`config.mk`:
```
export PLATFORM = sky130hd
export DESIGN_NAME = reset_sequencer
export DESIGN_NICKNAME = d
export VERILOG_FILES = /design/src/rtl/reset_sequencer.sv
export SDC_FILE = /design/constraint.sdc
export NUM_CORES = 1
export LEC_CHECK = 0
export ABC_AREA = 1
export CORE_UTILIZATION = 56
export CTS_CLUSTER_SIZE = 20
export DETAILED_ROUTE_END_ITERATION = 10
export PLACE_DENSITY = 0.86
export SYNTH_ARGS = -nofsm -noshare
export SYNTH_HDL_FRONTEND = slang
export SYNTH_SLANG_ARGS = --single-unit
```
`constraint.sdc`:
```
create_clock -name clk -period 1.1 [get_ports clk]
set_clock_uncertainty 0.05 [all_clocks]
set_input_delay 0.22 -clock clk [delete_from_list [all_inputs] [get_ports clk]]
set_output_delay 0.22 -clock clk [all_outputs]
set_load 0.03 [all_outputs]
```
`src/rtl/reset_sequencer.sv`:
```
// Ordered multi-domain reset release with per-domain ready handshake,
// software reset and sticky ready-timeout flags.
module reset_sequencer #(
    parameter int N_DOM       = 4,
    parameter int SYNC_STAGES = 2,
    parameter int HOLD_CYC    = 8,
    parameter int GAP_CYC     = 4,
    parameter int TIMEOUT_CYC = 255
) (
    input  logic             clk,
    input  logic             rst_req,
    input  logic             sw_rst,
    input  logic [N_DOM-1:0] dom_ready,
    output logic [N_DOM-1:0] dom_rst,
    output logic             rst_done,
    output logic [N_DOM-1:0] timeout_err
);

    localparam int SS   = (SYNC_STAGES < 2) ? 2 : SYNC_STAGES;
    localparam int MAXA = (HOLD_CYC > GAP_CYC) ? HOLD_CYC : GAP_CYC;
    localparam int MAXL = (MAXA > TIMEOUT_CYC) ? MAXA : TIMEOUT_CYC;
    localparam int CW   = (MAXL > 0) ? $clog2(MAXL + 1) : 1;
    localparam int IW   = (N_DOM > 1) ? $clog2(N_DOM) : 1;

    localparam int HOLD_E = (HOLD_CYC > 0) ? HOLD_CYC - 1 : 0;
    localparam int GAP_E  = (GAP_CYC > 0) ? GAP_CYC - 1 : 0;
    localparam int TO_E   = (TIMEOUT_CYC > 0) ? TIMEOUT_CYC - 1 : 0;

    localparam logic [CW-1:0] HOLD_END = CW'(HOLD_E);
    localparam logic [CW-1:0] GAP_END  = CW'(GAP_E);
    localparam logic [CW-1:0] TO_END   = CW'(TO_E);
    localparam logic [IW-1:0] LAST     = IW'(N_DOM - 1);

    typedef enum logic [2:0] {
        S_HOLD,
        S_REL,
        S_WAIT,
        S_GAP,
        S_DONE
    } state_t;

    logic [SS-1:0]    rst_sync_q, rst_sync_d;
    logic             rst_s;
    state_t           state_q, state_d;
    logic [CW-1:0]    cnt_q, cnt_d, cnt_inc;
    logic [IW-1:0]    idx_q, idx_d;
    logic [N_DOM-1:0] dom_rst_q, dom_rst_d;
    logic [N_DOM-1:0] err_q, err_d;
    logic [N_DOM-1:0] rdy_meta_q, rdy_meta_d;
    logic [N_DOM-1:0] rdy_s_q, rdy_s_d;
    logic [N_DOM-1:0] sel_q;
    logic             rdy_cur;

    always_comb begin
        rst_sync_d = {rst_sync_q[SS-2:0], 1'b0};
    end

    always_ff @(posedge clk or posedge rst_req) begin
        if (rst_req) rst_sync_q <= '1;
        else         rst_sync_q <= rst_sync_d;
    end

    assign rst_s = rst_sync_q[SS-1];

    // Ready is only believed once the domain's own reset is deasserted,
    // so a stale acknowledge from a previous run cannot skip the wait.
    always_comb begin
        rdy_meta_d = dom_ready & ~dom_rst_q;
        rdy_s_d    = rdy_meta_q;
    end

    always_comb begin
        sel_q = '0;
        for (int k = 0; k < N_DOM; k++) begin
            if (idx_q == IW'(k)) sel_q[k] = 1'b1;
        end
        rdy_cur = |(rdy_s_q & sel_q);
    end

    always_comb begin
        state_d   = state_q;
        cnt_d     = cnt_q;
        idx_d     = idx_q;
        dom_rst_d = dom_rst_q;
        err_d     = err_q;
        cnt_inc   = (&cnt_q) ? cnt_q : cnt_q + 1'b1;
        unique case (state_q)
            S_HOLD: begin
                dom_rst_d = '1;
                if (cnt_q >= HOLD_END) begin
                    state_d = S_REL;
                    cnt_d   = '0;
                    idx_d   = '0;
                end else begin
                    cnt_d = cnt_inc;
                end
            end
            S_REL: begin
                state_d = S_WAIT;
                cnt_d   = '0;
            end
            S_WAIT: begin
                if (rdy_cur) begin
                    state_d = S_GAP;
                    cnt_d   = '0;
                end else if (cnt_q >= TO_END) begin
                    err_d   = err_q | sel_q;
                    state_d = S_GAP;
                    cnt_d   = '0;
                end else begin
                    cnt_d = cnt_inc;
                end
            end
            S_GAP: begin
                if (cnt_q >= GAP_END) begin
                    cnt_d = '0;
                    if (idx_q == LAST) begin
                        state_d = S_DONE;
                    end else begin
                        idx_d   = idx_q + 1'b1;
                        state_d = S_REL;
                    end
                end else begin
                    cnt_d = cnt_inc;
                end
            end
            S_DONE: begin
                dom_rst_d = '0;
            end
            default: begin
                state_d = S_HOLD;
            end
        endcase
        // The domain is released on the edge that enters REL.
        if (state_d == S_REL) begin
            for (int k = 0; k < N_DOM; k++) begin
                if (idx_d == IW'(k)) dom_rst_d[k] = 1'b0;
            end
        end
        if (sw_rst) begin
            state_d   = S_HOLD;
            cnt_d     = '0;
            idx_d     = '0;
            dom_rst_d = '1;
        end
    end

    always_ff @(posedge clk or posedge rst_s) begin
        if (rst_s) begin
            state_q    <= S_HOLD;
            cnt_q      <= '0;
            idx_q      <= '0;
            dom_rst_q  <= '1;
            err_q      <= '0;
            rdy_meta_q <= '0;
            rdy_s_q    <= '0;
        end else begin
            state_q    <= state_d;
            cnt_q      <= cnt_d;
            idx_q      <= idx_d;
            dom_rst_q  <= dom_rst_d;
            err_q      <= err_d;
            rdy_meta_q <= rdy_meta_d;
            rdy_s_q    <= rdy_s_d;
        end
    end

    assign dom_rst     = dom_rst_q;
    assign rst_done    = (state_q == S_DONE);
    assign timeout_err = err_q;

endmodule

```
==> metrics.txt <==
async set-reset flop share out of synthesis=1.00; diode count=0; Bufs on Longest Clock Path=2; R2R depth=10; Detailed Routing Iterations Pass 1=6; Post-Synth Adder-Cell Area=0.0150; final cycle utilization of the critical path=1.60; violated checks=setup timing; Clock Pin Slew Worst Setup and Hold Paths=0.11 ns; CTS Root Buffer Type=clkbuf_4; Worst Setup SP=cnt_q[0]$_DFFE_PP0P_; share of layout cells above drive strength 1=0.530; most frequent cell after synthesis=nand2_1; CP Launch Type=register; vias per cell=6.22; max-capacitance violation count=0; post-layout min period=1.76 ns; Mapped Nets=205; final setup fails=30; first-pass GRT wire length=8310 µm; CTS Buf Count=5; Pleak=1.21 nW; Crit path required time=1.33 ns; Synth cell types=33; fin. max-slew vios=0; Synth Cell Area=1670 µm²; CP Class=reg2reg; Yosys warnings=0; vias in the first global route=1698; Peak VDD IR=1.53 mV; worst reg2reg endpoint=dom_rst[3]$_DFF_PP1_; pin count of the biggest net entering global routing=30; reg2reg setup slack=-0.66 ns; H-tree Lvls=2; Most used DFF post-synth=dfrtp_1; RePlAce Congestion=0.952; Starting DRT DRC Count=207; CTS tree=built; placed instance area=2140 µm²; number of synthesized register bits=31; CP endpoint kind=register; outcome=complete, but fails checks; HP Class=in2async; PnR worst setup slack=-0.660 ns; clk_lat worst skew=0.34 ns; sequential area share after synthesis=0.469; Max FO, Critical Path=4; Syn Inst Count=196; I/O Buffers=15; Ports=16; non-filler cells, final=297; RSZ-0062 raised after global routing=yes; syn avg cell area=8.52 µm²; pwr dens=999 nW/µm²; max frequency=568 MHz; die height=56.6 µm; mux share of post-synthesis cell area=0; final antenna-violating net count=0; die width=56.6 µm; worst path arrival time=1.99 ns; largest family of logic cells by synthesized area=simple AND/OR/NAND/NOR gates; wire length per cell=20.7 µm; Final nets=274; cell area after layout=2550 µm²; final setup TNS=-11.68 ns; initial antenna violation count=0; Fin. Hold Viols=0; Final HPWL DP=2970 µm; Initial Util=0.601; compound-gate portion of the synthesized area=0.121; drc violations=0; Area growth, synth to finish=52.8%; Post-Synth XOR/XNOR Area=0.00524; DP Cell Count=275; number of flops mapped to enable cells by yosys=0; Synth Area in Simple Gates=0.312; die area=3210 µm²; post-synth top area share=0.375; GRT Util Overall=0.355; CP endpoint=dom_rst[3]$_DFF_PP1_; routed via count=1846; GRT overflow=0; reg2reg start=cnt_q[0]$_DFFE_PP0P_; most instantiated cells after synthesis=27 x nand2_1, 25 x dfrtp_1, 22 x inv_1; Detailed Route WL=6140 µm; synth top area cells=dfrtp_1 37%, dfstp_2 9.4%, nand2_1 6.1%; core area=2780 µm²; leading area contributor after synthesis=dfrtp_1; Clock Sinks=31; Rows=19
==> how the worst min path moves through the flow <==
stage                            start                 endpoint  slack (ns)  depth (start not counted)
3_5_place_dp   rst_sync_q[1]$_DFF_PP1_     state_q[2]$_DFF_PP0_        0.24                          2
6_report                       rst_req  rst_sync_q[1]$_DFF_PP1_        0.13                          2
5_1_grt                        rst_req  rst_sync_q[0]$_DFF_PP1_        0.16                          2
4_1_cts                        rst_req  rst_sync_q[1]$_DFF_PP1_        0.13                          2
2_1_floorplan                  rst_req  rst_sync_q[0]$_DFF_PP1_        0.08                          1
3_3_place_gp   rst_sync_q[1]$_DFF_PP1_  rdy_meta_q[1]$_DFF_PP0_        0.24                          2
==> cell families after synthesis <==
kind of cell    count (synthesis)
fa+ha+maj                       2
xor+xnor                        1
other cells                     1
buf+inv                        32
simple gates                   95
compound gates                 34
flops                          31
==> layout make-up <==
type                            count  area (µm²)
Clock buffer                        6        51.3
Tap cell                           31        38.8
Multi-Input combinational cell    133         953
Fill cell                         105         229
Clock inverter                      2        35.0
Timing Repair Buffer               64         568
Inverter                           30         116
Sequential cell                    31         790
==> power by group <==
| group | leakage, nW | internal (mW) | switching [mW] |
|---|---|---|---|
| registers | 0.402 | 1.17 | 0.0303 |
| clock network | 0.0482 | 0.537 | 0.430 |
| logic | 0.763 | 0.177 | 0.208 |
| total | 1.21 | 1.88 | 0.668 |
==> placed cells by master (no fill, tap or decap), types with 9 or more instances in the layout <==
| master | synthesis | final |
|---|---|---|
| buf_4 | 1 | 41 |
| nand2_1 | 27 | 25 |
| dfrtp_1 | 25 | 20 |
| inv_1 | 22 | 19 |
| buf_6 | 0 | 16 |
| nor2_1 | 21 | 15 |
| nand3_1 | 15 | 10 |
| nor2_4 | 4 | 9 |
| inv_2 | 7 | 9 |
==> stage by stage <==
stage	util	setup WS, ns	hold slack [ns]	power (mW)
2_1_floorplan	-	-0.328	0.0815	1.34
3_3_place_gp	0.769	-0.420	0.237	1.44
3_5_place_dp	0.769	-0.473	0.236	1.45
4_1_cts	0.867	-0.492	0.126	2.45
5_1_grt	0.918	-0.695	0.162	2.61
6_report	0.918	-0.660	0.135	2.55
==> worst max-delay path, cell delays in order (launching register included) <==
cell     delay [ns]
dfrtp_2        0.47
ha_4           0.21
nor2_4         0.14
nand2_4        0.08
nor2_4         0.14
buf_6          0.13
o21ai_2        0.06
nand3_1        0.10
nand2_1        0.08
nor2_1         0.15
nor2_1         0.07
==> state kept, by name (all words and copies together), names as in the netlist <==
signal       cells
idx_q            2
state_q          3
cnt_q            8
dom_rst          4
rst_sync_q       2
rdy_meta_q       4
rdy_s_q          4
timeout_err      4
==> repair_timing <==
item | 4_1_cts | 5_1_grt
buffers inserted | 8 | 7
hold buffers | 0 | 0
pin swaps | 15 | 14
resized for setup | 33 | 24
setup endpoints to repair | 30 | 30
==> metal layers <==
layer	wire, µm	up-vias	global-route usage
li1	-	774	-
met1	2240	873	0.444
met2	2970	149	0.582
met3	507	50	0.0691
met4	418	0	0.181
met5	0	-	0
(Power assumes the default switching activity.)
